--- config.mk ---
export PLATFORM = sky130hd
export DESIGN_NAME = fp16_mant_normalizer
export DESIGN_NICKNAME = d
export VERILOG_FILES = /design/src/rtl/fp16_pkg.sv /design/src/rtl/fp16_mant_normalizer.sv
export SDC_FILE = /design/constraint.sdc
export NUM_CORES = 1
export LEC_CHECK = 0
export ABC_AREA = 1
export CAP_MARGIN = 10
export CELL_PAD_IN_SITES_DETAIL_PLACEMENT = 1
export CELL_PAD_IN_SITES_GLOBAL_PLACEMENT = 2
export CORE_MARGIN = 2
export CORE_UTILIZATION = 26
export DETAILED_ROUTE_END_ITERATION = 8
export PLACE_DENSITY = 0.87
export SETUP_SLACK_MARGIN = 0.1
export SLEW_MARGIN = 10
export SYNTH_ARGS = -nofsm -noshare
export SYNTH_HDL_FRONTEND = slang
export SYNTH_SLANG_ARGS = --single-unit
--- constraint.sdc ---
create_clock -name clk -period 1.9 [get_ports clk]
set_input_delay 0.38 -clock clk [delete_from_list [all_inputs] [get_ports clk]]
set_output_delay 0.38 -clock clk [all_outputs]
set_load 0.02 [all_outputs]
--- src/rtl/fp16_pkg.sv ---
// rtl/fp16_pkg.sv - shared half-precision datapath constants and normaliser state encoding
package fp16_pkg;

    localparam int MANT_W  = 11;
    localparam int EXP_W   = 5;
    localparam int SHCNT_W = 4;

    localparam logic [4:0] EXP_INF      = 5'd31;
    localparam logic [4:0] EXP_MIN_NORM = 5'd1;

    typedef enum logic [1:0] {
        ST_IDLE = 2'd0,
        ST_NORM = 2'd1,
        ST_DONE = 2'd2
    } norm_state_e;

endpackage

--- src/rtl/fp16_mant_normalizer.sv ---
// rtl/fp16_mant_normalizer.sv - iterative post-add mantissa normaliser with valid/ready on both sides
module fp16_mant_normalizer #(
    parameter int MANT_W  = fp16_pkg::MANT_W,
    parameter int EXP_W   = fp16_pkg::EXP_W,
    parameter int SHCNT_W = fp16_pkg::SHCNT_W
) (
    input  logic                clk,
    input  logic                rst_n,
    input  logic                in_valid,
    output logic                in_ready,
    input  logic [MANT_W:0]     in_mant,
    input  logic [EXP_W-1:0]    in_exp,
    output logic                out_valid,
    input  logic                out_ready,
    output logic [MANT_W-1:0]   out_mant,
    output logic [EXP_W-1:0]    out_exp,
    output logic [SHCNT_W-1:0]  out_shift,
    output logic                out_ovf,
    output logic                out_unf
);
    import fp16_pkg::*;

    localparam logic [EXP_W-1:0] EXP_INF_W = EXP_W'(EXP_INF);
    localparam logic [EXP_W-1:0] EXP_MIN_W = EXP_W'(EXP_MIN_NORM);

    norm_state_e          state_q, state_d;
    logic [MANT_W:0]      mant_q, mant_d;
    logic [EXP_W-1:0]     exp_q, exp_d;
    logic [SHCNT_W-1:0]   shift_q, shift_d;
    logic                 ovf_q, ovf_d;
    logic                 unf_q, unf_d;
    logic                 norm_done;

    always_ff @(posedge clk) begin
        if (!rst_n) begin
            state_q <= ST_IDLE;
        end else begin
            state_q <= state_d;
        end
    end

    always_comb begin
        state_d = state_q;
        case (state_q)
            ST_IDLE: if (in_valid)  state_d = ST_NORM;
            ST_NORM: if (norm_done) state_d = ST_DONE;
            ST_DONE: if (out_ready) state_d = ST_IDLE;
            default: state_d = ST_IDLE;
        endcase
    end

    always_comb begin
        in_ready  = rst_n && (state_q == ST_IDLE);
        out_valid = (state_q == ST_DONE);
    end

    // One normalisation step per NORM cycle; only the plain left shift keeps the FSM in NORM.
    always_comb begin
        mant_d    = mant_q;
        exp_d     = exp_q;
        shift_d   = shift_q;
        ovf_d     = ovf_q;
        unf_d     = unf_q;
        norm_done = 1'b0;
        case (state_q)
            ST_IDLE: begin
                if (in_valid) begin
                    mant_d  = in_mant;
                    exp_d   = in_exp;
                    shift_d = '0;
                    ovf_d   = 1'b0;
                    unf_d   = 1'b0;
                end
            end
            ST_NORM: begin
                norm_done = 1'b1;
                if (exp_q == EXP_INF_W) begin
                    exp_d = exp_q;
                end else if (exp_q == '0) begin
                    exp_d = mant_q[MANT_W-1] ? EXP_MIN_W : '0;
                end else if (mant_q[MANT_W]) begin
                    mant_d = mant_q >> 1;
                    exp_d  = exp_q + EXP_W'(1);
                    if (exp_d == EXP_INF_W) begin
                        mant_d = '0;
                        ovf_d  = 1'b1;
                    end
                end else if (mant_q == '0) begin
                    exp_d = '0;
                end else if (mant_q[MANT_W-1]) begin
                    exp_d = exp_q;
                end else if (exp_q == EXP_MIN_W) begin
                    exp_d = '0;
                    unf_d = 1'b1;
                end else begin
                    mant_d    = mant_q << 1;
                    exp_d     = exp_q - EXP_W'(1);
                    shift_d   = shift_q + SHCNT_W'(1);
                    norm_done = 1'b0;
                end
            end
            default: begin
                mant_d = mant_q;
            end
        endcase
    end

    always_ff @(posedge clk) begin
        if (!rst_n) begin
            mant_q  <= '0;
            exp_q   <= '0;
            shift_q <= '0;
            ovf_q   <= 1'b0;
            unf_q   <= 1'b0;
        end else begin
            mant_q  <= mant_d;
            exp_q   <= exp_d;
            shift_q <= shift_d;
            ovf_q   <= ovf_d;
            unf_q   <= unf_d;
        end
    end

    assign out_mant  = mant_q[MANT_W-1:0];
    assign out_exp   = exp_q;
    assign out_shift = shift_q;
    assign out_ovf   = ovf_q;
    assign out_unf   = unf_q;

endmodule

==> metrics.md <==
| Metric | Value |
|---|---|
| Maximum vdd drop | `between 0.4 and 0.5 mV` |
| CTS tree | `done` |
| Routed via count | `2107` |
| Antenna viol nets, final | `0` |
| Initial antenna violation count | `0` |
| Die height | `89.67 µm` |
| Status | `complete, no violations` |
| Sequential fraction of the synthesis area | `0.2623` |
| Area Growth Syn to Fin | `44.00%` |
| Synth Net Count | `329` |
| Max Root-Sink Buffers | `2` |
| Syn Inst Count | `around 300` |
| Tightest Pin Transition | `between 0.2 and 0.3 ns` |
| Clk root buf | `clkbuf_8` |
| Reg2reg end | `mant_q[10]` |
| Seq cells post-synth | `25` |
| N_diodes | `0` |
| Gpl congestion | `around 0.83` |
| Hold depth | `2` |
| Distinct cells, synth | `28` |
| WL/cell | `14.44 µm` |
| Hold Worst Slack | `0.4694 ns` |
| Layout cells sized above 1 | `0.2443` |
| Power Total | `2.954 mW` |
| Clk_lat worst skew | `0.28 ns` |
| Most common cell after layout, fill and taps aside | `nand2_1` |
| H-tree Lvls | `1` |
| Filler cells | `923` |
| Fin area | `2748 µm²` |
| Ports | `45` |
| Count of final hold-check violations | `0` |
| Starting density of the core | `0.2659` |
| Crit Path Max Fanout | `5` |
| Pin count of the biggest net entering global routing | `19` |
| First-pass GRT wire length | `around 10000 µm` |
| Worst path required time | `2.08 ns` |
| Fmax | `562.5 MHz` |
| Reg2reg path depth | `11` |
| Hold EP | `out_unf` |
| Core Footprint | `7176 µm²` |
| Vias in the first global route | `2166` |
| Setup violators final | `0` |
| Most frequent cells in the layout | `73 x nand2_1, 38 x clkdlybuf4s50_1, 36 x nand3_1, 24 x nor2_1` |
| Tcrit/Tclk final | `0.9357` |
| Placed wire-length estimate | `around 4400 µm` |
| Die ar. | `8040 µm²` |
| Die X | `89.67 µm` |
| Drt drc | `0` |
| CP Data Arrival Time | `1.96 ns` |
| Setup TNS Final | `0 ns` |
| First-pass detailed-route iteration total | `4` |
| Mapped cell area | `1908 µm²` |
| Input/output buffers | `44` |
| Synth Area per Inst | `6.339 µm²` |
| Routed wire length | `6512 µm` |
| Post-place setup slack | `-0.1947 ns` |
| Yosys top cell area share | `0.2623` |
| Crit path time final | `1.778 ns` |
| Setup slack after layout | `between 0.1 and 0.15 ns` |
| Routed vias/inst | `~4.7` |
| Max-Cap Viols | `0` |
| Cell Rows | `31` |
| Top cells by area, synth | `dfxtp_1 26%, nand2_1 15%, nand3_1 11%, a21oi_1 7.1%, buf_4 5.5%` |
| RSZ-0062 raised after global routing | `true` |
| CTS clk-pin slew, worst paths | `0.11 ns` |
| Max-slew violations | `0` |
| Reg-to-reg startpoint | `out_exp[0]` |
| Register-to-Register Setup Slack | `~0.12 ns` |
| Synth warnings | `0` |
| Area after DPL | `roughly 2400 µm²` |
| Crit Path Category | `reg -> reg` |
| CP Launch Type | `register` |
| Relative slew slack | `0.8288` |
| CP Capture Type | `register` |
| Register area | `509.2 µm²` |
| Sink Count | `25` |
| Remaining global-route overflow | `0` |
| Tot GR Track Use | `0.1568` |
| Clock Skew | `0.008628 ns` |
| Area of the multi-input gates | `between 1000 and 1500 µm²` |
| Initial DRC count | `62` |
| Final #Nets | `381` |
| Hold path start | `out_unf` |
| Pleak | `~1.2 nW` |
| Area leader, netlist | `dfxtp_1` |
| Cts bufs inserted | `3` |
| Worst min-delay path class | `reg -> reg` |
| PD cells | `1075 nW/µm²` |
-- per-stage QoR --
step / utilization / cells
detailed placement: 0.3411 / 438
finish: 0.3829 / 451
floorplan: - / 301
CTS: 0.3501 / 443
global placement: 0.3411 / 438
global route: 0.3829 / 451
-- cell type report --
cell class,instances,area share
multi-input cells,227,0.4772
well taps,99,0.04508
flip-flops and latches,25,0.1853
clock buffers,3,0.01503
inverters,28,0.04189
clock inverters,1,0.002732
repair buffers,68,0.2327
-- cells in the mapped netlist --
| cell | n |
|---|---|
| xnor2_1 | 1 |
| inv_2 | 4 |
| nand3_1 | 42 |
| nand3_2 | 3 |
| dfxtp_1 | 25 |
| or2_2 | 9 |
| nor2_2 | 2 |
| nand2_1 | 77 |
| buf_2 | 3 |
| buf_4 | 14 |
| inv_1 | 24 |
| buf_6 | 1 |
| clkbuf_1 | 3 |
| nand3_4 | 2 |
| buf_1 | 1 |
| nor2_1 | 27 |
| o211ai_1 | 1 |
| nor3_1 | 2 |
| nor2_4 | 2 |
| nand2_4 | 1 |
| nand2_2 | 5 |
| nand3b_1 | 1 |
| a21oi_1 | 27 |
| xor2_1 | 3 |
| o22ai_1 | 2 |
| ha_1 | 7 |
| o21ai_0 | 11 |
| nand4_1 | 1 |
-- power breakdown --
| part | internal (mW) | total, mW | switching [mW] |
|---|---|---|---|
| sequential | 0.642 | 0.782 | 0.140 |
| clock | 0.149 | 0.365 | 0.215 |
| combinational | 0.742 | 1.81 | 1.06 |
-- state kept, by name, indices dropped and copies added, names as in the netlist --
name       flops
mant_q        12
out_exp        5
out_shift      4
state_q        2
out_ovf        1
out_unf        1
-- logic make-up after synthesis --
family / count (synthesis) / share of synthesized area
and+or+nand+nor: 174 / 0.4315
adders and majority gates: 7 / 0.04590
AOI/OAI and AO/OA: 41 / 0.1102
xor gates and xnor gates: 4 / 0.01836
buffers and inverters: 50 / 0.1318
DFF: 25 / 0.2623
-- how the worst max path moves through the flow --
| stage | slack (ns) | start | cells after the start | to |
|---|---|---|---|---|
| final | 0.12 | out_exp[0] | 11 | mant_q[10] |
| after global routing | 0.02 | out_exp[0] | 11 | mant_q[10] |
| after CTS | 0.1 | rst_n | 4 | in_ready |
| after detailed placement | -0.19 | rst_n | 4 | in_ready |
| after global placement | -0.12 | rst_n | 4 | in_ready |
| after floorplan | 0.11 | out_exp[1] | 12 | mant_q[0] |
-- what timing repair did --
action | 4_1_cts | 5_1_grt
endpoints found under the setup margin | 15 | 24
pin swaps | 7 | 15
gates resized for setup | 8 | 46
hold buffers | 0 | 0
buffers inserted | 1 | 7
gates cloned | 0 | 1
-- worst max-delay path, cell delays in order (launching register included) --
cell and delay, ns:
dfxtp_4 0.37, ha_4 0.17, nand2_4 0.07, nor2_4 0.05, ha_4 0.27, nand2_1 0.05
nor2_1 0.13, nand2_2 0.14, nor2_2 0.20, o21ai_0 0.11, nand2_1 0.06, a21oi_1 0.05
-- per-layer routing --
metal | vias up | GRT usage | share of wire
li1 | 1063 | - | -
met1 | 1013 | 0.2075 | 0.47
met2 | 27 | 0.2774 | 0.50
met3 | 4 | 0.01737 | 0.020
met4 | 0 | 0.02714 | 0.0052
met5 | - | 0 | 0
Power figures use the tool's default switching activity.
==> RTL change (same flow settings) <==
`MANT_W`: 11 -> 12.
--- a/src/rtl/fp16_pkg.sv
+++ b/src/rtl/fp16_pkg.sv
@@ -1,7 +1,7 @@
 // rtl/fp16_pkg.sv - shared half-precision datapath constants and normaliser state encoding
 package fp16_pkg;
 
-    localparam int MANT_W  = 11;
+    localparam int MANT_W  = 12;
     localparam int EXP_W   = 5;
     localparam int SHCNT_W = 4;
 
Ports: changed (resized in_mant and out_mant); port bits go from 45 to 47. No check against the original RTL was run, so the function may have changed too.
==> RTL change against the unedited design <==
  * Die area grew 1.9%
  * First-iteration DRC count is 16% lower
  * Synthesized area rose by 2.0%
  * Final area up 1.4%
  * Critical path type is now flip-flop to output port
  * Power is 14% lower
  * Sequential cell count up 1
  * Wire length is 0.52% lower
  * Worst setup slack lost 0.0060 ns
  * Sequential power fell by 3.8%
  * Utilization grew 0.13 points
==> RTL change: results (changes against the unedited design) <==
Status = completed (unchanged)
Final Routed Wirelength = 6480 um (was 6510 um)
Post-place setup slack = -0.226 ns (was -0.195 ns)
Synth cell types = 23 (was 28)
Placed insts = 461 (was 438)
Static leakage = 1.37 nW (was 1.23 nW)
Adder-Cell Fraction of Synth Area = 0.0450 (was 0.0459)
Multi-input gates = 237 (was 227)
WP data arrival = 1.40 ns (was 1.96 ns)
Via density = 4.55 (was 4.67)
Synth area leaders = dfxtp_1, nand2_1, nor2_1 (was dfxtp_1, nand2_1, nand3_1)
Non-clk invs = 37 (was 28)
PortBufs = 46 (was 44)
Post-Synth XOR/XNOR Area = 0.0225 (was 0.0184)
Dpl cell area = 2490 sq um (was 2450 sq um)
Starting DRT DRC Count = 52 (was 62)
CP max stage cell = clkdlybuf4s50_1 (was dfxtp_4)
Met3 Usage GRT = 0.0192 (was 0.0174)
Grt met1 use = 0.196 (was 0.208)
Cell Int Power = 1.50 mW (was 1.53 mW)
Met2 GRT Util = 0.274 (was 0.277)
Slew @ Worst Pin = 0.339 ns (was 0.257 ns)
Worst vdd ir = 0.358 mV (was 0.447 mV)
Syn Nets = 352 (was 329)
Metal-1 WL = 2920 um (was 3080 um)
Largest stage delay, worst path = 0.60 ns (was 0.37 ns)
GPL Wtd Cong = 0.793 (was 0.831)
Clk cell area share = 0.0256 (was 0.0178)
Post-DP HPWL = 4600 um (was 4430 um)
Sw Share = 0.412 (was 0.481)
Routed met3 length = 233 um (was 129 um)
Register area = 523 sq um (was 509 sq um)
Synth Area in Compound Gates = 0.0900 (was 0.110)
Multi-input gate area = 1190 sq um (was 1310 sq um)
Synthesized instance count = 323 (was 301)
Final instance area = 2790 sq um (was 2750 sq um)
R2R cell count = 12 (was 11)
Skew final = 0.00682 ns (was 0.00863 ns)
Filler cell count = 962 (was 923)
Max reg flops = 13 (was 12)
Signal buffers = 74 (was 68)
Register area share after synthesis = 0.267 (was 0.262)
Combinational power = 1.31 mW (was 1.81 mW)
Final #Nets = 408 (was 381)
Share of cells above drive strength 1 = 0.164 (was 0.244)
RTL change: cell types whose count changed in the layout (fill, tap and decap cells not counted), sizes merged, moves of 8 or more:
cell   before  now
nand3      47   20
or2         9    1
nand4       1   13
nand2      83  103
a21oi      27   19
inv        26   36
nor2       32   54
RTL change: timing repair:
action | in CTS | in global routing
cloned | 0 | 2
endpoints found under the setup margin | 18 | 26
pin swaps | 5 | 11
setup buffers | 3 | 7
resized for setup | 8 | 25
RTL change: final timing paths:
path	slack, ns	start	end
worst max register to register	0.13	out_exp[0]	mant_q[7]
worst min-delay path	0.45	out_unf	out_unf
worst max-delay path	0.12	out_exp[0]	out_exp[0]
worst min register to register	0.45	out_unf	out_unf
RTL change: logic make-up after synthesis:
group                    Yosys count
adder cells (fa/ha/maj)            7
AO/OA/AOI/OAI                     34
XOR/XNOR                           5
AND/OR/NAND/NOR                  191
buffers and inverters             60
flip-flops                        26
RTL change: critical path, delay by kind of cell, from the launching register on:
kind     cells  cell delay, ns
flops        1            0.38
buf+inv      2            0.73
